--- src/rtl/icache_ctrl_if.sv ---
`default_nettype none
// ============================================================================
// icache_ctrl_if : CPU fetch, tag/data RAM and memory refill signal bundle
// Rev 1.0
// ============================================================================
interface icache_ctrl_if #(
  parameter int ADDR_W   = 32,
  parameter int INDEX_W  = 6,
  parameter int OFFSET_W = 2,
  parameter int TAG_W    = ADDR_W - INDEX_W - OFFSET_W,
  parameter int DATA_W   = 32
);
  logic                CpuReq;
  logic [ADDR_W-1:0]   CpuAddr;
  logic                CpuReady;
  logic                CpuAck;
  logic [DATA_W-1:0]   CpuRdata;
  logic                Flush;
  logic [INDEX_W-1:0]  TagAddr;
  logic [TAG_W-1:0]    TagIn;
  logic                TagWrite;
  logic [TAG_W-1:0]    TagOut;
  logic [INDEX_W-1:0]  DataAddr;
  logic [DATA_W-1:0]   DataIn;
  logic                DataWrite;
  logic [DATA_W-1:0]   DataOut;
  logic                MemReq;
  logic [ADDR_W-1:0]   MemAddr;
  logic                MemAck;
  logic [DATA_W-1:0]   MemRdata;
  logic [15:0]         HitCnt;
  logic [15:0]         MissCnt;

  modport master (
    input  CpuReq, CpuAddr, Flush, TagOut, DataOut, MemAck, MemRdata,
    output CpuReady, CpuAck, CpuRdata, TagAddr, TagIn, TagWrite,
           DataAddr, DataIn, DataWrite, MemReq, MemAddr, HitCnt, MissCnt
  );

  modport slave (
    output CpuReq, CpuAddr, Flush, TagOut, DataOut, MemAck, MemRdata,
    input  CpuReady, CpuAck, CpuRdata, TagAddr, TagIn, TagWrite,
           DataAddr, DataIn, DataWrite, MemReq, MemAddr, HitCnt, MissCnt
  );
endinterface
`default_nettype wire

--- src/rtl/icache_ctrl.sv ---
`default_nettype none
// ============================================================================
// icache_ctrl : direct-mapped read-only instruction cache controller
// Rev 1.0
// ============================================================================
module icache_ctrl #(
  parameter int ADDR_W   = 32,
  parameter int INDEX_W  = 6,
  parameter int OFFSET_W = 2,
  parameter int TAG_W    = ADDR_W - INDEX_W - OFFSET_W,
  parameter int DATA_W   = 32
) (
  input  logic         Clk,
  input  logic         Rst,
  icache_ctrl_if.master bus
);
  localparam int LINES = 2 ** INDEX_W;

  localparam logic [1:0] S_IDLE   = 2'd0;
  localparam logic [1:0] S_LOOKUP = 2'd1;
  localparam logic [1:0] S_MEM    = 2'd2;
  localparam logic [1:0] S_FILL   = 2'd3;

  logic [1:0]         state;
  logic [1:0]         state_nxt;
  logic [LINES-1:0]   valid;
  logic [TAG_W-1:0]   tag_q;
  logic [INDEX_W-1:0] idx_q;
  logic [DATA_W-1:0]  fill_data;
  logic [DATA_W-1:0]  rdata_q;
  logic [15:0]        hit_cnt;
  logic [15:0]        miss_cnt;
  logic [INDEX_W-1:0] ram_idx;

  wire [INDEX_W-1:0] cpu_idx       = bus.CpuAddr[OFFSET_W +: INDEX_W];
  wire [TAG_W-1:0]   cpu_tag       = bus.CpuAddr[ADDR_W-1 -: TAG_W];
  wire               unused_offset = ^bus.CpuAddr[OFFSET_W-1:0];
  wire               accept        = (state == S_IDLE) && bus.CpuReq && !bus.Flush;
  wire               hit           = valid[idx_q] && (bus.TagOut == tag_q);

  always_ff @(posedge Clk) begin
    if (Rst) state <= S_IDLE;
    else     state <= state_nxt;
  end

  always_comb begin
    state_nxt = state;
    case (state)
      S_IDLE:   if (bus.CpuReq && !bus.Flush) state_nxt = S_LOOKUP;
      S_LOOKUP: state_nxt = hit ? S_IDLE : S_MEM;
      S_MEM:    if (bus.MemAck) state_nxt = S_FILL;
      S_FILL:   state_nxt = S_IDLE;
      default:  state_nxt = S_IDLE;
    endcase
  end

  // In IDLE the RAM index comes straight from the CPU so the read is registered at the accept edge.
  always_comb begin
    ram_idx       = idx_q;
    bus.CpuReady  = 1'b0;
    bus.CpuAck    = 1'b0;
    bus.CpuRdata  = rdata_q;
    bus.TagWrite  = 1'b0;
    bus.DataWrite = 1'b0;
    bus.MemReq    = 1'b0;
    case (state)
      S_IDLE: begin
        ram_idx      = cpu_idx;
        bus.CpuReady = !bus.Flush;
      end
      S_LOOKUP: begin
        if (hit) begin
          bus.CpuAck   = 1'b1;
          bus.CpuRdata = bus.DataOut;
        end
      end
      S_MEM: bus.MemReq = 1'b1;
      S_FILL: begin
        bus.TagWrite  = 1'b1;
        bus.DataWrite = 1'b1;
        bus.CpuAck    = 1'b1;
        bus.CpuRdata  = fill_data;
      end
      default: ;
    endcase
  end

  assign bus.TagAddr  = ram_idx;
  assign bus.DataAddr = ram_idx;
  assign bus.TagIn    = tag_q;
  assign bus.DataIn   = fill_data;
  assign bus.MemAddr  = {tag_q, idx_q, {OFFSET_W{1'b0}}};
  assign bus.HitCnt   = hit_cnt;
  assign bus.MissCnt  = miss_cnt;

  always_ff @(posedge Clk) begin
    if (Rst) begin
      valid    <= '0;
      hit_cnt  <= 16'd0;
      miss_cnt <= 16'd0;
      rdata_q  <= '0;
    end else begin
      if (state == S_IDLE && bus.Flush) valid <= '0;
      if (state == S_FILL)              valid[idx_q] <= 1'b1;
      if (state == S_LOOKUP && hit && hit_cnt != 16'hFFFF)
        hit_cnt <= hit_cnt + 16'd1;
      if (state == S_LOOKUP && !hit && miss_cnt != 16'hFFFF)
        miss_cnt <= miss_cnt + 16'd1;
      if (bus.CpuAck) rdata_q <= bus.CpuRdata;
    end
  end

  // Request fields and the refill word need no reset: they are only consumed after being written.
  always_ff @(posedge Clk) begin
    if (accept) begin
      tag_q <= cpu_tag;
      idx_q <= cpu_idx;
    end
    if (state == S_MEM && bus.MemAck) fill_data <= bus.MemRdata;
  end
endmodule
`default_nettype wire
--- src/flat_wrapper.sv ---
// flat-port wrapper written by rule: the top's interface ports become plain ports
module icache_ctrl_flat 
#(
  parameter int ADDR_W   = 32,
  parameter int INDEX_W  = 6,
  parameter int OFFSET_W = 2,
  parameter int TAG_W    = ADDR_W - INDEX_W - OFFSET_W,
  parameter int DATA_W   = 32
)
  (Clk, Rst, bus_CpuReq, bus_CpuAddr, bus_Flush, bus_TagOut, bus_DataOut, bus_MemAck, bus_MemRdata, bus_CpuReady, bus_CpuAck, bus_CpuRdata, bus_TagAddr, bus_TagIn, bus_TagWrite, bus_DataAddr, bus_DataIn, bus_DataWrite, bus_MemReq, bus_MemAddr, bus_HitCnt, bus_MissCnt);
  icache_ctrl_if #(.ADDR_W(ADDR_W), .INDEX_W(INDEX_W), .OFFSET_W(OFFSET_W), .TAG_W(TAG_W), .DATA_W(DATA_W)) bus_i ();
  input  logic Clk;
  input  logic Rst;
  input wire logic [$bits(bus_i.CpuReq)-1:0] bus_CpuReq;
  input wire logic [$bits(bus_i.CpuAddr)-1:0] bus_CpuAddr;
  input wire logic [$bits(bus_i.Flush)-1:0] bus_Flush;
  input wire logic [$bits(bus_i.TagOut)-1:0] bus_TagOut;
  input wire logic [$bits(bus_i.DataOut)-1:0] bus_DataOut;
  input wire logic [$bits(bus_i.MemAck)-1:0] bus_MemAck;
  input wire logic [$bits(bus_i.MemRdata)-1:0] bus_MemRdata;
  output wire logic [$bits(bus_i.CpuReady)-1:0] bus_CpuReady;
  output wire logic [$bits(bus_i.CpuAck)-1:0] bus_CpuAck;
  output wire logic [$bits(bus_i.CpuRdata)-1:0] bus_CpuRdata;
  output wire logic [$bits(bus_i.TagAddr)-1:0] bus_TagAddr;
  output wire logic [$bits(bus_i.TagIn)-1:0] bus_TagIn;
  output wire logic [$bits(bus_i.TagWrite)-1:0] bus_TagWrite;
  output wire logic [$bits(bus_i.DataAddr)-1:0] bus_DataAddr;
  output wire logic [$bits(bus_i.DataIn)-1:0] bus_DataIn;
  output wire logic [$bits(bus_i.DataWrite)-1:0] bus_DataWrite;
  output wire logic [$bits(bus_i.MemReq)-1:0] bus_MemReq;
  output wire logic [$bits(bus_i.MemAddr)-1:0] bus_MemAddr;
  output wire logic [$bits(bus_i.HitCnt)-1:0] bus_HitCnt;
  output wire logic [$bits(bus_i.MissCnt)-1:0] bus_MissCnt;
  assign bus_i.CpuReq = bus_CpuReq;
  assign bus_i.CpuAddr = bus_CpuAddr;
  assign bus_i.Flush = bus_Flush;
  assign bus_i.TagOut = bus_TagOut;
  assign bus_i.DataOut = bus_DataOut;
  assign bus_i.MemAck = bus_MemAck;
  assign bus_i.MemRdata = bus_MemRdata;
  assign bus_CpuReady = bus_i.CpuReady;
  assign bus_CpuAck = bus_i.CpuAck;
  assign bus_CpuRdata = bus_i.CpuRdata;
  assign bus_TagAddr = bus_i.TagAddr;
  assign bus_TagIn = bus_i.TagIn;
  assign bus_TagWrite = bus_i.TagWrite;
  assign bus_DataAddr = bus_i.DataAddr;
  assign bus_DataIn = bus_i.DataIn;
  assign bus_DataWrite = bus_i.DataWrite;
  assign bus_MemReq = bus_i.MemReq;
  assign bus_MemAddr = bus_i.MemAddr;
  assign bus_HitCnt = bus_i.HitCnt;
  assign bus_MissCnt = bus_i.MissCnt;
  icache_ctrl #(.ADDR_W(ADDR_W), .INDEX_W(INDEX_W), .OFFSET_W(OFFSET_W), .TAG_W(TAG_W), .DATA_W(DATA_W)) u_core (.Clk(Clk), .Rst(Rst), .bus(bus_i));
endmodule
--- config.mk ---
export PLATFORM = sky130hd
export DESIGN_NAME = icache_ctrl_flat
export DESIGN_NICKNAME = d
export VERILOG_FILES = /design/src/rtl/icache_ctrl_if.sv /design/src/rtl/icache_ctrl.sv /design/src/flat_wrapper.sv
export SDC_FILE = /design/constraint.sdc
export NUM_CORES = 1
export LEC_CHECK = 0
export ABC_AREA = 1
export BUFFER_PORTS_ARGS = -buffer_cell sky130_fd_sc_hd__clkbuf_2
export CORE_MARGIN = 1
export CORE_UTILIZATION = 35
export DETAILED_ROUTE_END_ITERATION = 8
export GPL_TIMING_DRIVEN = 0
export PLACE_DENSITY = 0.63
export RECOVER_POWER = 50
export SLEW_MARGIN = 25
export SYNTH_ARGS = -nofsm -noshare
export SYNTH_HDL_FRONTEND = slang
export SYNTH_SLANG_ARGS = --single-unit
--- constraint.sdc ---
create_clock -name Clk -period 3.1 [get_ports Clk]
set_clock_uncertainty 0.1 [all_clocks]
set_input_delay 0 -clock Clk [delete_from_list [all_inputs] [get_ports Clk]]
set_output_delay 0 -clock Clk [all_outputs]
set_load 0.005 [all_outputs]
## Yosys cells after proc, flatten, opt, wreduce, memory -nomap -nowiden

Index checks and enable logic that the tools add are counted.

- Register bits after elaboration: 192
- Output and inout port bits: 169

- Reduce and logical (&&, ||, !) cells: 15
- Magnitude comparators: 2
- Equal/unequal tests: 8
- Bitwise operators: 1
- Add/sub/neg operators: 2
- Mux-type cells: 19

Operators with widths:

| cell | count |
|---|---|
| 2-to-1 mux 64 bit | 3 |
| OR 64 bit | 1 |
| one-hot mux 32 bit (2 select lines) | 1 |
| adder 16 x 1 -> 16 bit, second input constant | 2 |
| 2-to-1 mux 32 bit | 1 |
| inequality test 16 bit, second input constant | 2 |
| == test 24 bit | 1 |
| logical AND 1 bit | 11 |
| one-hot mux 2 bit (4 select lines) | 1 |
| < comparator 6 x 7 -> 1 bit, second input constant | 1 |
| binary-select mux 1 bit (select 6 bit) | 1 |
| demux 1 bit (select 6 bit) | 1 |
| >= comparator 6 x 1 -> 1 bit, second input constant | 1 |
| 2-to-1 mux 1 bit | 6 |
| 2-to-1 mux 2 bit | 3 |
| 2-to-1 mux 6 bit | 1 |
| == test 2 bit, second input constant | 2 |
| inequality test 2 bit, second input constant | 2 |
| == test 2 x 1 -> 1 bit, second input constant | 1 |
| logical NOT 1 bit | 2 |
| logical NOT 2 bit | 1 |
| one-hot mux 1 bit (2 select lines) | 1 |
| AND reduction 2 bit | 1 |

## Depth between registers and ports, before layout

- Depth after elaboration: 6
- Gate-level depth with buffers: 19
- Depth with buffers taken out: 16

## Worst setup path after synthesis

OpenSTA, ideal clock, no wires.

- Path type: register to register
- Start point: register u_core.state[0]
- End point: register u_core.tag_q[0] (netlist: u_core.bus.TagIn[0]), enable pin
- Path slack: 0.266 ns
- Required time: 2.583 ns
- Data arrival time: 2.318 ns
- Cell stages (with the launch flop): 6
- Buffers on the path: 2
- Cell sequence: dfxtp_1 -> clkbuf_1 -> nor2_1 -> clkbuf_1 -> nand2_1 -> nor2_1

- Longest elaborated chain between the ends: 3

Ends and longest elaborated chain:

| element | RTL line | source |
|---|---|---|
| start, declared | icache_ctrl.sv:24 | `logic [1:0] state;` |
| start signal, assigned | icache_ctrl.sv:43 | `else state <= state_nxt;` |
| logical NOT 2 bit | icache_ctrl.sv:38 | `wire accept = (state == S_IDLE) && bus.CpuReq && !bus.Flush;` |
| logical AND 1 bit (2 in series) | icache_ctrl.sv:38 |  |
| net u_core.accept | icache_ctrl.sv:38 |  |
| end signal, assigned | icache_ctrl.sv:116 | `tag_q <= cpu_tag;` |
| end, declared | icache_ctrl.sv:27 | `logic [TAG_W-1:0] tag_q;` |

The timed path passes the listed nets, and every way through them passes these cells.
A chain may end at the register's enable or synchronous reset.

## Worst setup path after layout

- Start point: register u_core.state[0]
- End point: register u_core.tag_q[19] (netlist: u_core.bus.TagIn[19]), enable pin

Same word-level chain as after synthesis.

==> results by stage <==
Status:
- The flow ran to the end, and the final reports show no timing, DRC or antenna violations.

Setup path:
- The reg-to-reg setup timing slack is 110 ps.
- The largest stage delay on the critical path is 590 ps.
- The critical path contains buffers and inverters numbering 3 combined.
- STA classifies the critical path endpoint as a flop.
- The kind of cell with the highest combined delay along the critical path is simple AND/OR/NAND/NOR gates.
- The worst setup path is launched from a flop.
- The worst register-to-register path begins at u_core.state[0]$_SDFFE_PP0P_.
- The maximum fanout along the worst path is 24.
- The setup path with the least slack is of type flop to flop.
- The worst register-to-register path ends at u_core.bus.TagIn[19]$_DFFE_PP_.
- Walking the worst path, the cells encountered are clkbuf_1, nor2_1, clkbuf_1, nand2_1, nor2_4, buf_12.
- The slowest library cell on the worst path is clkbuf_1.
- The data arrival at the endpoint of the critical path is 3030 ps.
- The data required time of the critical path is 3140 ps.
- The number of cells on the worst reg-to-reg path is 6.
- The most numerous cell type found on the critical path is clkbuf_1.

Synth:
- After synthesis, the share of flip-flops with an asynchronous set or reset is 0.
- In this run the cell area of the synthesized design comes to 9680 um^2.
- The mean instance size in the synthesized netlist is 7.84 um^2.
- In this run, synthesis inferred 62 flip-flops with an integrated enable.
- For this run, the register share of the synthesized area comes to 0.461.
- The count of warnings emitted by yosys is 0.
- The dominant register cell in the synthesized netlist is dfxtp_1.
- The register bit count reported by yosys is 192.
- Synthesis instantiated 39 different standard cells from the library.
- The synthesized instance count is 1235.

Detailed routing:
- The number of DRC markers in iteration 0 is 509.
- The first detailed-routing pass took 6 iterations.
- The final layout contains routed wiring with a total length of 30.5 mm.
- The detailed router placed 9585 vias in this run.
- In the routed layout, each cell is associated on average with a via count of 4.78.
- The routed design uses 1.97 mm of met3 wire.
- In the final routing, the length of wire on met1 measures 12.9 mm.
- The routed length on met2 is 15.0 mm.
- Once detail routing completed, the nets flagged for antenna violations numbered 0.
- For this run, design rule violations remaining after detail routing come to 0.
- The top routing layer in use is met4.
- In the final routed layout, each cell accounts on average for 15.2 um.

Placed design:
- At the end of routability-driven placement, the weighted congestion stood at 0.887.
- The count of input and output buffers is 288.
- The minimum setup slack after placement is 123 ps.
- Detailed placement ended at an HPWL of 21.7 mm.

Timing:
- The final count of negative-setup-slack endpoints is 0.
- The worst path meets setup with 113 ps of slack.
- The final-report max-slew violation count is 0.
- The shortest period the worst path allows is 2990 ps.
- The tightest hold path in the finished design has a slack of 166 ps.
- The number of failing hold endpoints at the final stage is 0.
- The tightest slew margin relative to the limit is 0.0115.
- Setup repair after global routing left no endpoint under its margin.
- The slew at the pin with the worst max-slew slack is 1480 ps.
- Dividing the final minimum period by the clock period gives 0.963.
- The upper clock frequency limit is 335 MHz.

Clock network:
- Clock tree synthesis selected as its root buffer the cell clkbuf_16.
- Clock-pin slew was measured on the worst setup and hold paths at 80 ps.
- TritonCTS built the clock tree.
- TritonCTS created 17 clock buffers.
- In this run the deepest clock path goes through 2 buffers.
- The number of H-tree levels is 4.
- The later pin in the worst-skew pair is clocked with a latency of 440 ps.
- CTS saw 192 sinks.

Final layout:
- The layout overhead on the synthesized area is 36.9%.
- 0 antenna diodes ended up in the layout.
- Of the cells placed in the final design, the portion with a size suffix greater than 1 is 0.252.
- The multi-input combinational cells in the finished layout cover a total of 4310 um^2.
- The number of nets in the final layout is 1779.
- The post-layout utilization of the core is 0.490.
- Fill cells in the final layout number 2727.
- The area used by sequential logic in the layout is 4460 um^2.

Global route:
- The first-pass GRT wire length is 47.4 mm.
- The number of global-route vias before repair is 9112.
- Across every metal layer, demand over resource in global routing totals 0.213.
- Summed over all layers, the global routing overflow is 0.
- The initial antenna violation count is 0.
- Entering global routing, the biggest net connects 33 pins.

Hold path:
- The worst min-delay path class is input pin to flop.
- The endpoint of the worst hold-timing path is u_core.bus.DataIn[29]$_DFFE_PP_.
- In this run the most critical hold path is launched from bus_MemRdata[29].
- The cell count of the worst hold path is 2.

Pwr:
- Total power for the finished layout comes to 0.00571 W.
- In this run the static leakage power is 5.58 nW.
- The peak supply drop is 0.369 mV.
- For this design the ratio of total power to cell area is 431 nW/um^2.

Die:
- The I/O pin total is 294.
- The die width is 168 um.
- The die covers 28300 um^2.
- The floorplan step defined a core boundary enclosing 27000 um^2.
- The die is 168 um tall.
- Row generation in the floorplan step produced 60 rows.
- The initial utilization of the core area, before any placement, comes to 0.358.

Run:
- The number of maximum-capacitance violations is 0.
state kept, by name, summed over array words and instances, names as in the netlist, named ones only:
register            flops
u_core.bus.MissCnt     16
u_core.valid           64
u_core.bus.TagIn       24
u_core.rdata_q         32
u_core.state            1
u_core.idx_q            6
u_core.bus.DataIn      32
u_core.bus.HitCnt      16
worst max-delay path by stage:
stage / from / to / slack, ps / depth (start not counted)
final: u_core.state[0]$_SDFFE_PP0P_ / u_core.bus.TagIn[19]$_DFFE_PP_ / 110 / 6
after global routing: u_core.state[0]$_SDFFE_PP0P_ / bus_CpuRdata[16] / 6 / 9
after CTS: u_core.idx_q[2]$_DFFE_PP_ / bus_CpuRdata[11] / 5 / 15
after detailed placement: u_core.state[0]$_SDFFE_PP0P_ / u_core.bus.TagIn[9]$_DFFE_PP_ / 120 / 6
after global placement: u_core.state[0]$_SDFFE_PP0P_ / u_core.bus.TagIn[11]$_DFFE_PP_ / -1660 / 5
after floorplan: u_core.state[0]$_SDFFE_PP0P_ / u_core.bus.TagIn[0]$_DFFE_PP_ / 270 / 5
cell families (layout without fill, tap and decap cells):
| kind of cell | after synthesis | in the layout | share of synthesized area |
|---|---|---|---|
| AND/OR/NAND/NOR | 657 | 657 | 0.321 |
| buffers and inverters | 208 | 637 | 0.105 |
| flip-flops | 192 | 192 | 0.461 |
| AO/OA/AOI/OAI | 128 | 128 | 0.0675 |
| XOR/XNOR | 47 | 47 | 0.0425 |
| adder cells (fa/ha/maj) | 2 | 2 | 0.00259 |
| other | 1 | 2 | 0.000387 |
per-stage QoR:
step | cell area [um^2] | TNS (ps) | instances
after global routing | 13300 | 0 | 2006
after CTS | 13200 | 0 | 1997
after detailed placement | 11600 | 0 | 1866
after global placement | 11500 | -49800 | 1865
after floorplan | 9680 | 0 | 1236
final | 13300 | 0 | 2006
placed cells by master, fill, tap and decap left out, types with 17 or more instances in the layout:
| master | netlist | layout |
|---|---|---|
| nand3_1 | 61 | 61 |
| clkbuf_16 | 0 | 17 |
| dfxtp_1 | 130 | 130 |
| edfxtp_1 | 62 | 62 |
| clkbuf_4 | 0 | 26 |
| inv_1 | 99 | 98 |
| or2_2 | 19 | 19 |
| clkbuf_2 | 0 | 224 |
| nor2_1 | 68 | 65 |
| dlygate4sd3_1 | 0 | 98 |
| xor2_1 | 23 | 23 |
| clkbuf_1 | 32 | 94 |
| nor3_1 | 25 | 18 |
| buf_4 | 41 | 24 |
| nor2_2 | 18 | 18 |
| a21oi_1 | 110 | 110 |
| xnor2_1 | 24 | 24 |
| nand4_1 | 55 | 55 |
| nand2_1 | 366 | 365 |
where the power goes:
group          total (W)  switching (W)  internal, W
Combinational   0.000796       0.000439     0.000357
Sequential       0.00269      0.0000392      0.00266
Clock            0.00222        0.00113      0.00109
area by class of cell:
class	count	share of cell area
multi-input combinational	836	0.325
clock inverter	15	0.0122
sequential	192	0.337
inverter	111	0.0317
clock buffer	17	0.0321
timing repair buffer	397	0.185
buffer	97	0.0453
tap	341	0.0322
synthesized netlist by cell type, drive strengths merged (2+ instances only):
| cell | instances | area share |
|---|---|---|
| buf | 65 | 0.049 |
| clkbuf | 32 | 0.012 |
| nand4 | 56 | 0.038 |
| nor2 | 97 | 0.051 |
| nand2 | 369 | 0.15 |
| clkinv | 2 | 0.00078 |
| nor3 | 32 | 0.021 |
| o211ai | 5 | 0.0039 |
| or2 | 25 | 0.016 |
| nand3 | 70 | 0.042 |
| xnor2 | 24 | 0.022 |
| inv | 109 | 0.042 |
| nor4 | 6 | 0.0039 |
| xor2 | 23 | 0.021 |
| o21ai | 13 | 0.0067 |
| ha | 2 | 0.0026 |
| edfxtp | 62 | 0.19 |
| a21oi | 110 | 0.057 |
| dfxtp | 130 | 0.27 |
layer usage:
| metal | track usage | vias up |
|---|---|---|
| met5 | 0 | - |
| met4 | 0.0664 | 0 |
| met3 | 0.0449 | 45 |
| met2 | 0.364 | 301 |
| met1 | 0.268 | 4443 |
| li1 | - | 4796 |
timing repair:
item / CTS / global route
hold buffers: 98 / 0
endpoints found under the setup margin: 3 / 31
cloned: 0 / 0
resized for setup: 0 / 15
setup buffers: 1 / 9
pin swaps: 0 / 3
hold endpoints to repair: 101 / 0
Power figures use the tool's default switching activity.
